<file path="config.mk">
export PLATFORM = sky130hd
export DESIGN_NAME = dll_delay_ctrl
export DESIGN_NICKNAME = d
export VERILOG_FILES = /design/src/rtl/dll_delay_ctrl.sv
export SDC_FILE = /design/constraint.sdc
export NUM_CORES = 1
export LEC_CHECK = 0
export ABC_AREA = 1
export CAP_MARGIN = 30
export CORE_MARGIN = 4
export CORE_UTILIZATION = 55
export CTS_BUF_LIST = sky130_fd_sc_hd__clkbuf_4 sky130_fd_sc_hd__clkbuf_8
export CTS_CLUSTER_SIZE = 14
export DETAILED_ROUTE_END_ITERATION = 10
export GPL_TIMING_DRIVEN = 0
export PLACE_DENSITY = 0.79
export SYNTH_ARGS = -nofsm -noshare
export SYNTH_HDL_FRONTEND = slang
export SYNTH_SLANG_ARGS = --single-unit
</file>
<file path="constraint.sdc">
create_clock -name CLKI -period 1.65 [get_ports CLKI]
set_input_delay 0.165 -clock CLKI [delete_from_list [all_inputs] [get_ports CLKI]]
set_output_delay 0.165 -clock CLKI [all_outputs]
set_load 0.1 [all_outputs]
</file>
<file path="src/rtl/dll_delay_ctrl.sv">
// Digital DLL delay-code controller: filters phase-detector decisions into a
// saturating 6-bit delay code, gates it to the delay cell and flags lock.
module dll_delay_ctrl #(
    parameter int unsigned INIT_CODE      = 32,
    parameter int unsigned FILTER_DEPTH   = 4,
    parameter int unsigned LOCK_TOGGLES   = 3,
    parameter int unsigned STARTUP_CYCLES = 16
) (
    input  logic CLKI,
    input  logic RSTN,
    input  logic PHASE_LATE,
    input  logic FREEZE,
    input  logic UPDATE_N,
    output logic DCNTL0,
    output logic DCNTL1,
    output logic DCNTL2,
    output logic DCNTL3,
    output logic DCNTL4,
    output logic DCNTL5,
    output logic LOCK,
    output logic SAT
);

    localparam logic [5:0] INIT_C         = 6'(INIT_CODE);
    localparam logic [3:0] FILT_DEPTH_C   = 4'(FILTER_DEPTH);
    localparam logic [2:0] LOCK_C         = 3'(LOCK_TOGGLES);
    localparam logic [7:0] STARTUP_LAST_C = 8'(STARTUP_CYCLES - 1);

    typedef enum logic [1:0] {
        ST_STARTUP = 2'd0,
        ST_ACQUIRE = 2'd1,
        ST_LOCKED  = 2'd2
    } state_t;

    state_t     state_r;
    logic       ps_meta_r;
    logic       ps_r;
    logic [7:0] startup_cnt_r;
    logic [3:0] filt_cnt_r;
    logic       filt_dir_r;
    logic [2:0] rev_cnt_r;
    logic       last_valid_r;
    logic       last_up_r;
    logic [5:0] code_r;
    logic [5:0] dcntl_r;
    logic       lock_r;
    logic       sat_r;

    logic [3:0] filt_cnt_inc_s;
    logic       filt_active_s;
    logic       step_s;
    logic       step_up_s;
    logic       at_bound_s;
    logic       real_step_s;
    logic       sat_step_s;
    logic       reversal_s;
    logic       same_dir_s;
    logic [2:0] rev_next_s;
    logic [5:0] code_next_s;

    // Filter decision and step classification for the current cycle
    always_comb begin
        filt_cnt_inc_s = 4'd1;
        rev_next_s     = 3'd0;
        code_next_s    = code_r;
        if (ps_r == filt_dir_r) begin
            filt_cnt_inc_s = filt_cnt_r + 4'd1;
        end else begin
            filt_cnt_inc_s = 4'd1;
        end
        filt_active_s = (state_r != ST_STARTUP) && !FREEZE;
        step_s        = filt_active_s && (filt_cnt_inc_s == FILT_DEPTH_C);
        step_up_s     = !ps_r;
        at_bound_s    = step_up_s ? (code_r == 6'd63) : (code_r == 6'd0);
        real_step_s   = step_s && !at_bound_s;
        sat_step_s    = step_s && at_bound_s;
        reversal_s    = real_step_s && last_valid_r && (last_up_r != step_up_s);
        same_dir_s    = real_step_s && last_valid_r && (last_up_r == step_up_s);
        // Reversal count holds at its lock threshold while dithering in LOCKED
        if (reversal_s) begin
            if (rev_cnt_r == LOCK_C) begin
                rev_next_s = rev_cnt_r;
            end else begin
                rev_next_s = rev_cnt_r + 3'd1;
            end
        end else begin
            rev_next_s = 3'd0;
        end
        if (real_step_s) begin
            if (step_up_s) begin
                code_next_s = code_r + 6'd1;
            end else begin
                code_next_s = code_r - 6'd1;
            end
        end else begin
            code_next_s = code_r;
        end
    end

    // Two-flop synchronizer for the asynchronous phase-detector result
    always_ff @(posedge CLKI or negedge RSTN) begin
        if (!RSTN) begin
            ps_meta_r <= 1'b0;
            ps_r      <= 1'b0;
        end else begin
            ps_meta_r <= PHASE_LATE;
            ps_r      <= ps_meta_r;
        end
    end

    // Loop state machine: startup, filter, code, reversal tracking and outputs
    always_ff @(posedge CLKI or negedge RSTN) begin
        if (!RSTN) begin
            state_r       <= ST_STARTUP;
            startup_cnt_r <= 8'd0;
            filt_cnt_r    <= 4'd0;
            filt_dir_r    <= 1'b0;
            rev_cnt_r     <= 3'd0;
            last_valid_r  <= 1'b0;
            last_up_r     <= 1'b0;
            code_r        <= INIT_C;
            dcntl_r       <= INIT_C;
            lock_r        <= 1'b0;
            sat_r         <= 1'b0;
        end else begin
            if (!UPDATE_N) begin
                dcntl_r <= code_r;
            end
            case (state_r)
                ST_STARTUP: begin
                    if (startup_cnt_r == STARTUP_LAST_C) begin
                        state_r <= ST_ACQUIRE;
                    end else begin
                        startup_cnt_r <= startup_cnt_r + 8'd1;
                    end
                end
                ST_ACQUIRE, ST_LOCKED: begin
                    if (filt_active_s) begin
                        filt_dir_r <= ps_r;
                        filt_cnt_r <= step_s ? 4'd0 : filt_cnt_inc_s;
                        if (real_step_s) begin
                            code_r       <= code_next_s;
                            sat_r        <= 1'b0;
                            last_valid_r <= 1'b1;
                            last_up_r    <= step_up_s;
                        end
                        if (sat_step_s) begin
                            sat_r <= 1'b1;
                        end
                        if (step_s) begin
                            if ((state_r == ST_LOCKED) && (same_dir_s || sat_step_s)) begin
                                state_r   <= ST_ACQUIRE;
                                lock_r    <= 1'b0;
                                rev_cnt_r <= 3'd0;
                            end else if ((state_r == ST_ACQUIRE) && (rev_next_s == LOCK_C)) begin
                                state_r   <= ST_LOCKED;
                                lock_r    <= 1'b1;
                                rev_cnt_r <= rev_next_s;
                            end else begin
                                rev_cnt_r <= rev_next_s;
                            end
                        end
                    end
                end
                default: begin
                    state_r <= ST_STARTUP;
                    lock_r  <= 1'b0;
                end
            endcase
        end
    end

    assign DCNTL0 = dcntl_r[0];
    assign DCNTL1 = dcntl_r[1];
    assign DCNTL2 = dcntl_r[2];
    assign DCNTL3 = dcntl_r[3];
    assign DCNTL4 = dcntl_r[4];
    assign DCNTL5 = dcntl_r[5];
    assign LOCK   = lock_r;
    assign SAT    = sat_r;

endmodule

</file>
==> reports/qor.json <==
{
  "status": {"value": "finished, violations left"},
  "violations": {"value": "setup timing"},
  "synth_seq_area_share": {"value": 45.44, "unit": "%"},
  "hp-class": {"value": "in2reg"},
  "first_global_vias": {"value": 1573},
  "fmax": {"value": 556.6, "unit": "MHz"},
  "postLayoutCellArea": {"value": 0.002674, "unit": "sq mm"},
  "end_kind": {"value": "flop"},
  "grt_overflow_total": {"value": 0},
  "worstPathBufferInverterCount": {"value": 2},
  "arrival_time_worst_endpoint": {"value": 2.04, "unit": "ns"},
  "clock_tree.buffer_depth": {"value": 2},
  "critical_path.startpoint_type": {"value": "flop"},
  "combined_global_route_utilization_of_all_metal_layers": {"value": 20.48, "unit": "%"},
  "clockRootBuffer": {"value": "clkbuf_4"},
  "min_period_over_period": {"value": 108.9, "unit": "%"},
  "power-per-cell-area": {"value": 1604, "unit": "mW/mm^2"},
  "finalMaxSlewViolations": {"value": 0},
  "max_stage_delay": {"value": 0.41, "unit": "ns"},
  "maxCapViolCount": {"value": 0},
  "detailed_route_via_count": {"value": 1693},
  "cp_num_cells": {"value": 10},
  "cellLeakagePower": {"value": 1.278, "unit": "nW"},
  "worst_r2r_path_depth": {"value": 10},
  "critical_path.cell_chain": {"value": "inv_2, ha_4, nor2_4, nand2_2, nor2_4, nand3_4, nor2_8, nand3_4, buf_6, xor2_2"},
  "worstSetupPathType": {"value": "reg2reg"},
  "timing.slew.headroom": {"value": 46.27, "unit": "%"},
  "clock_latency": {"value": 0.36, "unit": "ns"},
  "final-setup-viol-count": {"value": 15},
  "synth.distinct_cells": {"value": 28},
  "routed_wire_length_per_instance": {"value": 13.41, "unit": "microns"},
  "floorplan.initialDensity": {"value": 58.21, "unit": "%"},
  "gpl_congestion": {"value": 0.8064},
  "final_common_cell": {"value": "nand2_1"},
  "syn-num-nets": {"value": 250},
  "finClkSkew": {"value": 0.01605, "unit": "ns"},
  "floorplan.die.height": {"value": 68.13, "unit": "microns"},
  "finalNetCount": {"value": 299},
  "half_perimeter_wire_length_after_detailed_placement": {"value": 2654, "unit": "microns"},
  "syn_area_per_cell": {"value": 8.533, "unit": "sq um"},
  "htreeDepth": {"value": 2},
  "hold_start": {"value": "PHASE_LATE"},
  "startpoint_of_the_worst_slack_reg_to_reg_timing_path": {"value": "state_r[0]"},
  "area_growth_syn_to_layout": {"value": 34.49, "unit": "%"},
  "layout_setup_ws": {"value": -0.1465, "unit": "ns"},
  "cts_tree": {"value": "done"},
  "cts_inserted_buffers": {"value": 5},
  "crit_path_max_fanout": {"value": 5},
  "post_synth_design_cell_area": {"value": 0.001988, "unit": "sq mm"},
  "detail_route.vias_per_cell": {"value": 5.146},
  "hold_path_depth": {"value": 1},
  "timing.final.crit_period": {"value": 1.796, "unit": "ns"},
  "totalWireLength": {"value": 4411, "unit": "microns"},
  "drtAntennaViolNets": {"value": 0},
  "synth-edff-count": {"value": 0},
  "hold_ws": {"value": 0.2541, "unit": "ns"},
  "timing_hold_violations_final": {"value": 0},
  "post_synth_inst_count": {"value": 233},
  "detail_route.drc_violations": {"value": 0},
  "antennaDiodeCount": {"value": 0},
  "critPathSlowestCell": {"value": "dfrtp_1"},
  "crit_start": {"value": "state_r[0]"},
  "largest_net_degree_at_the_start_of_global_routing": {"value": 37},
  "yosys_register_bits": {"value": 36},
  "fill_cells": {"value": 210},
  "cp_data_required_time": {"value": 1.89, "unit": "ns"},
  "final_cell_mix": {"value": "56 x nand2_1, 33 x dfrtp_1, 24 x buf_4"},
  "grt_pass1_wl": {"value": 6969, "unit": "microns"},
  "number_of_antenna_violations_at_the_first_check_in_global_routing": {"value": 0},
  "core_area": {"value": 0.003416, "unit": "sq mm"},
  "drt-initial-drc-count": {"value": 68},
  "dieArea": {"value": 0.004641, "unit": "sq mm"},
  "postPlaceCellArea": {"value": 0.002188, "unit": "sq mm"},
  "drive_above_1_share": {"value": 34.98, "unit": "%"},
  "drt_pre_antenna_iters": {"value": 4},
  "max_slew.worst_pin.slew": {"value": 0.8060, "unit": "ns"},
  "die_width": {"value": 68.13, "unit": "microns"},
  "placement_rows": {"value": 21},
  "port_buffers": {"value": 12},
  "num_io_pins": {"value": 13},
  "proportion_of_register_bits_with_asynchronous_set_or_reset_after_synthesis": {"value": 100.0, "unit": "%"},
  "clock-sinks": {"value": 36},
  "dominantRegCellSynth": {"value": "dfrtp_1"},
  "irDropWorstVdd": {"value": 0.7039, "unit": "mV"},
  "yosys_warnings": {"value": 0},
  "rsz_0062_raised_after_global_routing": {"value": "true"},
  "critical-path-top-delay-family": {"value": "simple AND/OR/NAND/NOR gates"},
  "clk_pin_slew": {"value": 0.12, "unit": "ns"}
}
synth_stat cells, types with 2 or more instances:
| library cell | number | area, sq um |
|---|---|---|
| dfstp_2 | 2 | 52.55 |
| nand4_1 | 2 | 12.51 |
| o21ai_0 | 14 | 70.07 |
| nand3_4 | 2 | 35.03 |
| o21ai_2 | 3 | 26.28 |
| nand2_2 | 4 | 25.02 |
| xnor2_1 | 6 | 52.55 |
| or2_2 | 2 | 12.51 |
| dfrtp_1 | 34 | 850.8 |
| nand3_1 | 16 | 80.08 |
| nor3_1 | 2 | 10.01 |
| xor2_1 | 7 | 61.31 |
| nand2_1 | 65 | 244.0 |
| a21oi_1 | 4 | 20.02 |
| ha_1 | 11 | 137.6 |
| nor2_1 | 20 | 75.07 |
| inv_1 | 28 | 105.1 |
path summary, 6_finish.rpt:
kind	to	slack (ns)
worst max-delay path	code_r[0]	-0.15
worst min-delay path	ps_meta_r	0.25
worst max register to register	code_r[0]	-0.15
worst min register to register	ps_r	0.36
max in group asynchronous	ps_r	0.66
min in group asynchronous	startup_cnt_r[6]	0.42
through the flow:
stage                     setup WS, ns  std cells  power [W]  setup TNS [ns]  utilization (%)
final                          -0.1465        329   0.004289          -1.073            78.28
after global routing           -0.2177        329   0.004570          -2.544            78.28
after CTS                     -0.09002        315   0.003996         -0.5304            72.20
after detailed placement       -0.2599        291   0.003295          -3.223            64.07
after global placement         -0.3995        291   0.003229          -16.14            64.21
after floorplan               -0.04377        233   0.002880         -0.1826                -
sequential cells by signal, summed over array words and instances, names as in the netlist:
register       flops
LOCK               1
SAT                1
code_r             6
dcntl_r            6
filt_cnt_r         4
filt_dir_r         1
last_up_r          1
last_valid_r       1
ps_meta_r          1
ps_r               1
rev_cnt_r          3
startup_cnt_r      8
state_r            2
worst register-to-register path, stage by stage, from the launching register on:
cell and delay, ns:
dfrtp_1 0.41, inv_2 0.07, ha_4 0.17, nor2_4 0.11
nand2_2 0.08, nor2_4 0.12, nand3_4 0.15, nor2_8 0.14
nand3_4 0.14, buf_6 0.16, xor2_2 0.14
power breakdown:
| group | internal [W] | switching (W) | total [W] |
|---|---|---|---|
| Clock | 0.000203 | 0.000298 | 0.000501 |
| Sequential | 0.00113 | 0.000210 | 0.00134 |
| Combinational | 0.000895 | 0.00156 | 0.00245 |
kinds of logic after synthesis:
| logic type | synth area share (%) |
|---|---|
| buffers and inverters | 6.230 |
| flip-flops | 45.44 |
| AO/OA/AOI/OAI | 7.552 |
| adder cells (fa/ha/maj) | 7.929 |
| AND/OR/NAND/NOR | 27.12 |
| XOR/XNOR | 5.727 |
layer usage:
| layer | vias to the layer above | GRT usage, % | wire length [microns] |
|---|---|---|---|
| met5 | - | 0 | 0 |
| met4 | 0 | 5.955 | 149 |
| met3 | 13 | 5.419 | 145 |
| met2 | 34 | 34.06 | 2191 |
| met1 | 812 | 26.13 | 1925 |
| li1 | 834 | - | - |
cell type report:
class,instances,area [sq um],share of cell area [%]
buffer,2,18.77,0.7019
inverter,29,117.6,4.399
clock inverter,2,10.01,0.3744
multi-input combinational,166,1126,42.12
timing repair buffer,42,387.9,14.51
sequential,36,904.6,33.83
tap,46,57.56,2.153
clock buffer,6,51.30,1.919
timing repair:
item,4_1_cts,5_1_grt
hold buffers,1,0
setup endpoints to repair,26,17
gates resized for setup,43,28
setup buffers,14,14
gates cloned,1,0
pin swaps,6,15
endpoints found under the hold margin,34,0
Note: power is estimated with default switching activity, not from simulation.
